### config.mk
export PLATFORM = sky130hd
export DESIGN_NAME = mem_stage_flat
export DESIGN_NICKNAME = d
export VERILOG_FILES = /design/src/rtl/mem_stage_if.sv /design/src/rtl/mem_stage.sv /design/src/flat_wrapper.sv
export SDC_FILE = /design/constraint.sdc
export NUM_CORES = 1
export LEC_CHECK = 0
export CORE_MARGIN = 1.5
export CORE_UTILIZATION = 38
export DETAILED_ROUTE_END_ITERATION = 16
export PLACE_DENSITY = 0.84
export SYNTH_ARGS = -nofsm -noshare
export SYNTH_HDL_FRONTEND = slang
export SYNTH_SLANG_ARGS = --single-unit
### constraint.sdc
create_clock -name clk -period 1.85 [get_ports clk]
set_input_delay 0.185 -clock clk [delete_from_list [all_inputs] [get_ports clk]]
set_output_delay 0.185 -clock clk [all_outputs]
set_load 0.005 [all_outputs]
### src/rtl/mem_stage_if.sv
// Bus bundle for the memory stage: EX/MEM inputs, data-memory handshake,
// MEM/WB outputs and pipeline status. master = pipeline/memory side, slave = mem_stage.
interface mem_stage_if;
    logic        exmem_valid;
    logic [3:0]  exmem_op;
    logic [3:0]  exmem_rd;
    logic [15:0] exmem_ma;
    logic [15:0] exmem_ad;

    logic        dmem_req;
    logic        dmem_wr;
    logic [15:0] dmem_addr;
    logic [15:0] dmem_wdata;
    logic        dmem_ack;
    logic [15:0] dmem_rdata;

    logic        stall_n;
    logic        memwb_valid;
    logic [3:0]  memwb_op;
    logic [3:0]  memwb_rd;
    logic [15:0] memwb_md;
    logic [15:0] memwb_ad;
    logic        memwb_we;
    logic        hlt;
    logic        mem_err;

    modport master (
        output exmem_valid, exmem_op, exmem_rd, exmem_ma, exmem_ad,
        output dmem_ack, dmem_rdata,
        input  dmem_req, dmem_wr, dmem_addr, dmem_wdata,
        input  stall_n, memwb_valid, memwb_op, memwb_rd, memwb_md, memwb_ad, memwb_we,
        input  hlt, mem_err
    );

    modport slave (
        input  exmem_valid, exmem_op, exmem_rd, exmem_ma, exmem_ad,
        input  dmem_ack, dmem_rdata,
        output dmem_req, dmem_wr, dmem_addr, dmem_wdata,
        output stall_n, memwb_valid, memwb_op, memwb_rd, memwb_md, memwb_ad, memwb_we,
        output hlt, mem_err
    );
endinterface

### src/rtl/mem_stage.sv
// Pipeline memory stage: issues LW/SW to a handshaked data memory, stalls
// upstream while an access is outstanding, and fills the MEM/WB register.
//
// state  | meaning
// IDLE   | no access outstanding; EX/MEM instruction handled this cycle
// BUSY   | dmem request outstanding; EX/MEM held until ack or timeout
// HALTED | HLT retired or memory timed out; left only by reset
module mem_stage #(
    parameter int unsigned TIMEOUT = 255
) (
    input  logic        clk,
    input  logic        rst_n,
    mem_stage_if.slave  bus
);
    localparam logic [3:0] OP_LW  = 4'b1000;
    localparam logic [3:0] OP_SW  = 4'b1001;
    localparam logic [3:0] OP_HLT = 4'b1111;
    localparam logic [9:0] CNT_LAST = 10'(TIMEOUT - 1);

    typedef enum logic [1:0] {S_IDLE, S_BUSY, S_HALTED} state_e;

    state_e      state_q;
    logic [9:0]  cnt_q;
    logic        dmem_req_q;
    logic        dmem_wr_q;
    logic [15:0] dmem_addr_q;
    logic [15:0] dmem_wdata_q;
    logic        memwb_valid_q;
    logic [3:0]  memwb_op_q;
    logic [3:0]  memwb_rd_q;
    logic [15:0] memwb_md_q;
    logic [15:0] memwb_ad_q;
    logic        memwb_we_q;
    logic        hlt_q;
    logic        mem_err_q;

    logic        is_mem_d;
    logic        we_d;
    logic        stall_n_d;

    assign is_mem_d = (bus.exmem_op == OP_LW) || (bus.exmem_op == OP_SW);
    // Register-file write enable for the op currently in EX/MEM (valid applied at load)
    assign we_d = ((bus.exmem_op < 4'b1100) && (bus.exmem_op != OP_SW)) ||
                  (bus.exmem_op == 4'b1110);

    always_comb begin
        stall_n_d = 1'b1;
        case (state_q)
            S_IDLE:   stall_n_d = !(bus.exmem_valid && is_mem_d);
            S_BUSY:   stall_n_d = bus.dmem_ack;
            S_HALTED: stall_n_d = 1'b0;
            default:  stall_n_d = 1'b0;
        endcase
    end

    always_ff @(posedge clk) begin
        if (!rst_n) begin
            state_q       <= S_IDLE;
            cnt_q         <= '0;
            dmem_req_q    <= 1'b0;
            dmem_wr_q     <= 1'b0;
            dmem_addr_q   <= '0;
            dmem_wdata_q  <= '0;
            memwb_valid_q <= 1'b0;
            memwb_op_q    <= '0;
            memwb_rd_q    <= '0;
            memwb_md_q    <= '0;
            memwb_ad_q    <= '0;
            memwb_we_q    <= 1'b0;
            hlt_q         <= 1'b0;
            mem_err_q     <= 1'b0;
        end else begin
            // MEM/WB takes a bubble unless an instruction retires this edge
            memwb_valid_q <= 1'b0;
            memwb_op_q    <= '0;
            memwb_rd_q    <= '0;
            memwb_md_q    <= '0;
            memwb_ad_q    <= '0;
            memwb_we_q    <= 1'b0;
            case (state_q)
                S_IDLE: begin
                    if (bus.exmem_valid) begin
                        if (is_mem_d) begin
                            dmem_req_q   <= 1'b1;
                            dmem_wr_q    <= (bus.exmem_op == OP_SW);
                            dmem_addr_q  <= bus.exmem_ma;
                            dmem_wdata_q <= bus.exmem_ad;
                            cnt_q        <= '0;
                            state_q      <= S_BUSY;
                        end else begin
                            memwb_valid_q <= 1'b1;
                            memwb_op_q    <= bus.exmem_op;
                            memwb_rd_q    <= bus.exmem_rd;
                            memwb_ad_q    <= bus.exmem_ad;
                            memwb_we_q    <= we_d;
                            if (bus.exmem_op == OP_HLT) begin
                                hlt_q   <= 1'b1;
                                state_q <= S_HALTED;
                            end
                        end
                    end
                end
                S_BUSY: begin
                    // EX/MEM is held while BUSY, so its fields still describe the access
                    if (bus.dmem_ack) begin
                        dmem_req_q    <= 1'b0;
                        memwb_valid_q <= 1'b1;
                        memwb_op_q    <= bus.exmem_op;
                        memwb_rd_q    <= bus.exmem_rd;
                        memwb_ad_q    <= bus.exmem_ma;
                        memwb_md_q    <= (bus.exmem_op == OP_LW) ? bus.dmem_rdata : 16'h0000;
                        memwb_we_q    <= we_d;
                        state_q       <= S_IDLE;
                    end else if (cnt_q == CNT_LAST) begin
                        dmem_req_q <= 1'b0;
                        mem_err_q  <= 1'b1;
                        hlt_q      <= 1'b1;
                        state_q    <= S_HALTED;
                    end else begin
                        cnt_q <= cnt_q + 10'd1;
                    end
                end
                S_HALTED: begin
                    dmem_req_q <= 1'b0;
                end
                default: begin
                    dmem_req_q <= 1'b0;
                    state_q    <= S_IDLE;
                end
            endcase
        end
    end

    assign bus.stall_n     = stall_n_d;
    assign bus.dmem_req    = dmem_req_q;
    assign bus.dmem_wr     = dmem_wr_q;
    assign bus.dmem_addr   = dmem_addr_q;
    assign bus.dmem_wdata  = dmem_wdata_q;
    assign bus.memwb_valid = memwb_valid_q;
    assign bus.memwb_op    = memwb_op_q;
    assign bus.memwb_rd    = memwb_rd_q;
    assign bus.memwb_md    = memwb_md_q;
    assign bus.memwb_ad    = memwb_ad_q;
    assign bus.memwb_we    = memwb_we_q;
    assign bus.hlt         = hlt_q;
    assign bus.mem_err     = mem_err_q;
endmodule

### src/flat_wrapper.sv
// flat-port wrapper written by rule: the top's interface ports become plain ports
module mem_stage_flat 
#(
    parameter int unsigned TIMEOUT = 255
)
  (clk, rst_n, bus_exmem_valid, bus_exmem_op, bus_exmem_rd, bus_exmem_ma, bus_exmem_ad, bus_dmem_ack, bus_dmem_rdata, bus_dmem_req, bus_dmem_wr, bus_dmem_addr, bus_dmem_wdata, bus_stall_n, bus_memwb_valid, bus_memwb_op, bus_memwb_rd, bus_memwb_md, bus_memwb_ad, bus_memwb_we, bus_hlt, bus_mem_err);
  mem_stage_if bus_i ();
  input  logic clk;
  input  logic rst_n;
  input wire logic [$bits(bus_i.exmem_valid)-1:0] bus_exmem_valid;
  input wire logic [$bits(bus_i.exmem_op)-1:0] bus_exmem_op;
  input wire logic [$bits(bus_i.exmem_rd)-1:0] bus_exmem_rd;
  input wire logic [$bits(bus_i.exmem_ma)-1:0] bus_exmem_ma;
  input wire logic [$bits(bus_i.exmem_ad)-1:0] bus_exmem_ad;
  input wire logic [$bits(bus_i.dmem_ack)-1:0] bus_dmem_ack;
  input wire logic [$bits(bus_i.dmem_rdata)-1:0] bus_dmem_rdata;
  output wire logic [$bits(bus_i.dmem_req)-1:0] bus_dmem_req;
  output wire logic [$bits(bus_i.dmem_wr)-1:0] bus_dmem_wr;
  output wire logic [$bits(bus_i.dmem_addr)-1:0] bus_dmem_addr;
  output wire logic [$bits(bus_i.dmem_wdata)-1:0] bus_dmem_wdata;
  output wire logic [$bits(bus_i.stall_n)-1:0] bus_stall_n;
  output wire logic [$bits(bus_i.memwb_valid)-1:0] bus_memwb_valid;
  output wire logic [$bits(bus_i.memwb_op)-1:0] bus_memwb_op;
  output wire logic [$bits(bus_i.memwb_rd)-1:0] bus_memwb_rd;
  output wire logic [$bits(bus_i.memwb_md)-1:0] bus_memwb_md;
  output wire logic [$bits(bus_i.memwb_ad)-1:0] bus_memwb_ad;
  output wire logic [$bits(bus_i.memwb_we)-1:0] bus_memwb_we;
  output wire logic [$bits(bus_i.hlt)-1:0] bus_hlt;
  output wire logic [$bits(bus_i.mem_err)-1:0] bus_mem_err;
  assign bus_i.exmem_valid = bus_exmem_valid;
  assign bus_i.exmem_op = bus_exmem_op;
  assign bus_i.exmem_rd = bus_exmem_rd;
  assign bus_i.exmem_ma = bus_exmem_ma;
  assign bus_i.exmem_ad = bus_exmem_ad;
  assign bus_i.dmem_ack = bus_dmem_ack;
  assign bus_i.dmem_rdata = bus_dmem_rdata;
  assign bus_dmem_req = bus_i.dmem_req;
  assign bus_dmem_wr = bus_i.dmem_wr;
  assign bus_dmem_addr = bus_i.dmem_addr;
  assign bus_dmem_wdata = bus_i.dmem_wdata;
  assign bus_stall_n = bus_i.stall_n;
  assign bus_memwb_valid = bus_i.memwb_valid;
  assign bus_memwb_op = bus_i.memwb_op;
  assign bus_memwb_rd = bus_i.memwb_rd;
  assign bus_memwb_md = bus_i.memwb_md;
  assign bus_memwb_ad = bus_i.memwb_ad;
  assign bus_memwb_we = bus_i.memwb_we;
  assign bus_hlt = bus_i.hlt;
  assign bus_mem_err = bus_i.mem_err;
  mem_stage #(.TIMEOUT(TIMEOUT)) u_core (.clk(clk), .rst_n(rst_n), .bus(bus_i));
endmodule
After elaboration in Yosys (flattened, before gate mapping)
Cells that the tools add are included.
{ "totals": {"reg_bits": 90, "inputBits": 60, "output_inout_bits": 79, "elab_cells": 92} }
{ "classes": {"addsub": 1, "magnitude_cmp": 1, "eq_ne": 17, "muxes": 43, "bitwise_logic": 2, "reduce_logical": 14} }
{ "ops": {"columns": ["op", "count"], "rows": [
  ["16-bit two-way mux", 3],
  ["10-bit two-way mux", 4],
  ["16-bit one-hot mux with 2 select lines", 1],
  ["4-bit two-way mux", 6],
  ["10-bit one-hot mux with 2 select lines", 1],
  ["4-bit equality test (second input constant)", 4],
  ["4-bit one-hot mux with 2 select lines", 2],
  ["1-bit two-way mux", 15],
  ["10-bit by 1-bit adder with 10-bit output (second input constant)", 1],
  ["10-bit by 8-bit equality test with 1-bit output (second input constant)", 1],
  ["2-bit two-way mux", 5],
  ["1-bit one-hot mux with 2 select lines", 5],
  ["3-bit AND reduction", 3],
  ["2-bit != test (second input constant)", 4],
  ["4-bit AND reduction", 2],
  ["2-bit by 1-bit != test with 1-bit output (second input constant)", 3],
  ["2-bit one-hot mux with 3 select lines", 1],
  ["6-bit AND reduction", 1],
  ["5-bit AND reduction", 1],
  ["4-bit < comparator (second input constant)", 1],
  ["4-bit != test (second input constant)", 1],
  ["3-bit by 1-bit != test with 1-bit output (second input constant)", 1],
  ["3-bit by 2-bit != test with 1-bit output (second input constant)", 1],
  ["2-bit by 1-bit equality test with 1-bit output (second input constant)", 1],
  ["other kinds (7)", 10]
]} }

Depth between registers and ports, before layout
{ "depth": {"ltp_word": 6, "ltp_mapped": 7, "depth_no_buf": 6} }

Worst setup path before layout
Ideal clock, no wire load.
{ "synth_timing": {"kind": "reg2reg", "startpoint": "register u_core.cnt_q[0]", "endpoint": "register u_core.cnt_q[6]", "setup_time_ns": 0.069, "t_arrival_ns": 1.673, "required_time_ns": 1.781, "slack_ns": 0.108, "stages_incl_launch_ff": 7, "n_path_buf": 0, "period_less_slack_ns": 1.742, "path_cell_list": "dfxtp_1 inv_1 ha_1 nor2b_1 a311o_1 or4_1 o21ai_1"} }
{ "synth_between": {"elab_chain_len": 4, "word_cells_on_any_way": 7, "classes_between": "1 x add/sub; 2 x eq/ne; 3 x mux; 1 x reduce/logical"} }
{ "synth_rtl": {"columns": ["item", "line_no", "text"], "rows": [
  ["from (decl)", "mem_stage.sv:23", "logic [9:0] cnt_q;"],
  ["from (signal assigned)", "mem_stage.sv:120", "cnt_q <= cnt_q + 10'd1;"],
  ["10-bit by 1-bit adder with 10-bit output", "mem_stage.sv:120", null],
  ["10-bit two-way mux", "mem_stage.sv:114", "end else if (cnt_q == CNT_LAST) begin"],
  ["10-bit two-way mux", "mem_stage.sv:105", "if (bus.dmem_ack) begin"],
  ["10-bit one-hot mux with 2 select lines", "mem_stage.sv:80", "case (state_q)"]
]} }
Parallel ways exist; a longest one is shown, timed or not. The select of a mux whose other input is x is not followed.
A chain may end at the register's enable or synchronous reset.

Worst setup path after layout
Same ends and word-level chain as after synthesis.

==> results.json <==
{
  "endpoint_kind": "register",
  "coreArea_um2": 8340,
  "final_cells": 628,
  "r2r_slack_ns": 0.07,
  "cts_tree": "yes",
  "first_iter_violations": 134,
  "clockRootBuffer": "clkbuf_8",
  "wirelength_um": 9360,
  "fill_cells": 698,
  "syn_inst": 370,
  "finalCritPeriodShare_pct": 96.2,
  "n_antenna_cell": 0,
  "grt_pass1_wl_um": 14500,
  "yosysUniqueCellTypes": 51,
  "die_area_um2": 9300,
  "grt_pass1_vias": 3190,
  "top_layer": "met4",
  "antenna_found_initial": 0,
  "wl_met1_um": 3800,
  "power.leakage_nw": 1.89,
  "ff2ff_path_depth": 6,
  "drive_above_1_share_pct": 9.75,
  "viasPerCell": 5.13,
  "design_area_um2": 5130,
  "placed_cells": 612,
  "synth_ff_type": "dfxtp_1",
  "synth-async-reset-ratio_pct": 0,
  "worst_pin_slew_ns": 0.410,
  "ant_nets": 0,
  "hold_ws_ns": 0.161,
  "clock_skew_ns": 0.0166,
  "syn_avg_cell_area_um2": 8.96,
  "synth_seq_cells": 90,
  "grt_max_degree": 34,
  "first_pass_iters": 4,
  "rsz0062_at_grt": "false",
  "dp_slack_ns": -0.0276,
  "place_area_um2": 4910,
  "period_needed_ns": 1.78,
  "clock_sinks": 90,
  "crit_end": "u_core.cnt_q[6]",
  "via_count": 3223,
  "hold_class": "input port to register",
  "start_util_pct": 39.8,
  "num_rows": 33,
  "powerDensity_nw_per_um2": 750,
  "crit_slowest_cell": "or4_1",
  "crit_arrival_ns": 2.07,
  "overflow": 0,
  "cp.buffers_inverters": 1,
  "max_stage_delay_ns": 0.47,
  "cp.depth": 6,
  "hold_viol_final": 0,
  "die_height_um": 96.4,
  "post-dp-hpwl_um": 6870,
  "crit_type": "register to register",
  "cts_buffer_depth": 2,
  "cp.required_ns": 2.14,
  "outcome": "finished, final reports clean",
  "ios": 139,
  "synth_warnings": 0,
  "clkLatencyLatePin_ns": 0.35,
  "wire_per_inst_um": 14.9,
  "startpoint_type": "register",
  "wl_met3_um": 902,
  "drc_errors": 0,
  "grt_usage_pct": 20.2,
  "path_cells": "inv_1, ha_1, nor2b_1, a311o_2, or4_1, o21ai_1",
  "numCtsBuffers": 9,
  "synth_area_um2": 3320,
  "gp_congestion": 0.852,
  "htree_levels": 3,
  "slew_viol_final": 0,
  "rr_startpoint": "u_core.cnt_q[0]",
  "fmax_mhz": 562,
  "maxCapViolations": 0,
  "slew_headroom_pct": 72.6,
  "peakVddDrop_v": 0.000409,
  "setup_viol": 0,
  "crit_start": "u_core.cnt_q[0]",
  "clk_pin_slew_worst_paths_ns": 0.09,
  "syn-num-nets": 432,
  "worst_slack_ns": 0.0704,
  "wl_met2_um": 4560,
  "synth_edf_count": 0,
  "crit_fanout": 8,
  "yosysSeqAreaShare_pct": 54.3,
  "finalNetCount": 580,
  "fp.dieW_um": 96.4,
  "power_mw": 3.85,
  "rr_endpoint": "u_core.cnt_q[6]",
  "critPathTopFamily": "simple AND/OR/NAND/NOR gates",
  "portBuffers": 138,
  "syn_to_final_growth_pct": 54.8
}
-- worst min-delay path by stage --
stage	from	slack, ns	end	depth (start not counted)
2_1_floorplan	bus_exmem_op[3]	0.29	u_core.bus.memwb_we	1
3_3_place_gp	u_core.bus.mem_err	0.44	u_core.bus.mem_err	2
3_5_place_dp	u_core.bus.mem_err	0.44	u_core.bus.mem_err	2
4_1_cts	bus_dmem_rdata[14]	0.37	u_core.bus.memwb_md[14]	2
5_1_grt	bus_exmem_op[3]	0.19	u_core.bus.memwb_we	2
6_report	bus_exmem_op[3]	0.16	u_core.bus.memwb_we	2
-- cell families after synthesis --
family,synth area share [%]
AO/OA/AOI/OAI,16.5
adder cells (fa/ha/maj),1.06
buffers and inverters,4.15
flip-flops,54.3
multiplexers,0.302
AND/OR/NAND/NOR,23.7
-- per-layer routing --
layer	up-vias	GRT usage, %
met5	-	0
met4	0	7.85
met3	8	5.87
met2	132	36.0
met1	1520	22.5
li1	1563	-
-- cells in the final DEF (no fill, tap or decap), drive strengths merged, types with 3 or more instances in the layout --
cell type,synthesis,final
dlymetal6s2s,0,3
clkbuf,14,10
nor2b,4,4
or4,4,4
and3,3,3
o21ai,6,6
and2,22,22
nand3,7,7
clkdlybuf4s50,0,135
nor2,21,21
nand2,76,76
a22oi,16,16
o211ai,3,3
dfxtp,90,90
inv,6,8
nand2b,3,3
a21oi,46,46
buf,11,24
nand4,5,5
-- where the power goes --
part / internal [mW] / switching [mW] / leakage [nW]
registers: 1.99 / 0.0255 / 0.730
clock network: 0.642 / 0.719 / 0.0950
logic: 0.280 / 0.193 / 1.06
total: 2.91 / 0.938 / 1.89
-- area by class of cell --
type | count | area [um2] | share of cell area (%)
flip-flops and latches | 90 | 1800 | 35.1
clock buffers | 10 | 128 | 2.49
multi-input cells | 249 | 1390 | 27.1
repair buffers | 162 | 1580 | 30.8
clock inverters | 6 | 73.8 | 1.44
well taps | 105 | 131 | 2.56
inverters | 6 | 22.5 | 0.439
-- per-stage QoR --
| stage | utilization (%) | setup TNS, ns |
|---|---|---|
| 2_1_floorplan | - | 0 |
| 3_3_place_gp | 58.9 | 0 |
| 3_5_place_dp | 58.9 | -0.0827 |
| 4_1_cts | 61.3 | 0 |
| 5_1_grt | 61.6 | 0 |
| 6_report | 61.6 | 0 |
-- state kept, by name, summed over array words and instances, names as in the netlist --
register / cells
u_core.cnt_q: 10
u_core.bus.dmem_wr: 1
u_core.bus.memwb_ad: 16
u_core.bus.mem_err: 1
u_core.bus.hlt: 1
u_core.state_q: 2
u_core.bus.memwb_we: 1
u_core.bus.memwb_valid: 1
u_core.bus.memwb_op: 4
u_core.bus.memwb_rd: 4
u_core.bus.memwb_md: 16
u_core.bus.dmem_req: 1
u_core.bus.dmem_addr: 16
u_core.bus.dmem_wdata: 16
-- cell usage after synthesis (3+ instances only) --
library cell | n | share of area, %
a22oi_1 | 16 | 3.6
nand3_1 | 7 | 1.1
dfxtp_1 | 90 | 54
buf_2 | 8 | 1.2
o21ai_1 | 4 | 0.60
nand2_1 | 76 | 8.6
o211ai_1 | 3 | 0.68
inv_1 | 6 | 0.68
nor2b_1 | 4 | 0.75
a21oi_1 | 46 | 6.9
nor2_1 | 20 | 2.3
or4_1 | 4 | 0.91
clkbuf_1 | 14 | 1.6
and2_1 | 22 | 4.1
nand4_1 | 5 | 0.94
and3_1 | 3 | 0.57
-- what timing repair did --
action	CTS	global route
hold buffers	0	0
setup buffers	0	0
resized for setup	0	9
endpoints found under the setup margin	0	5
Power figures use the tool's default switching activity.
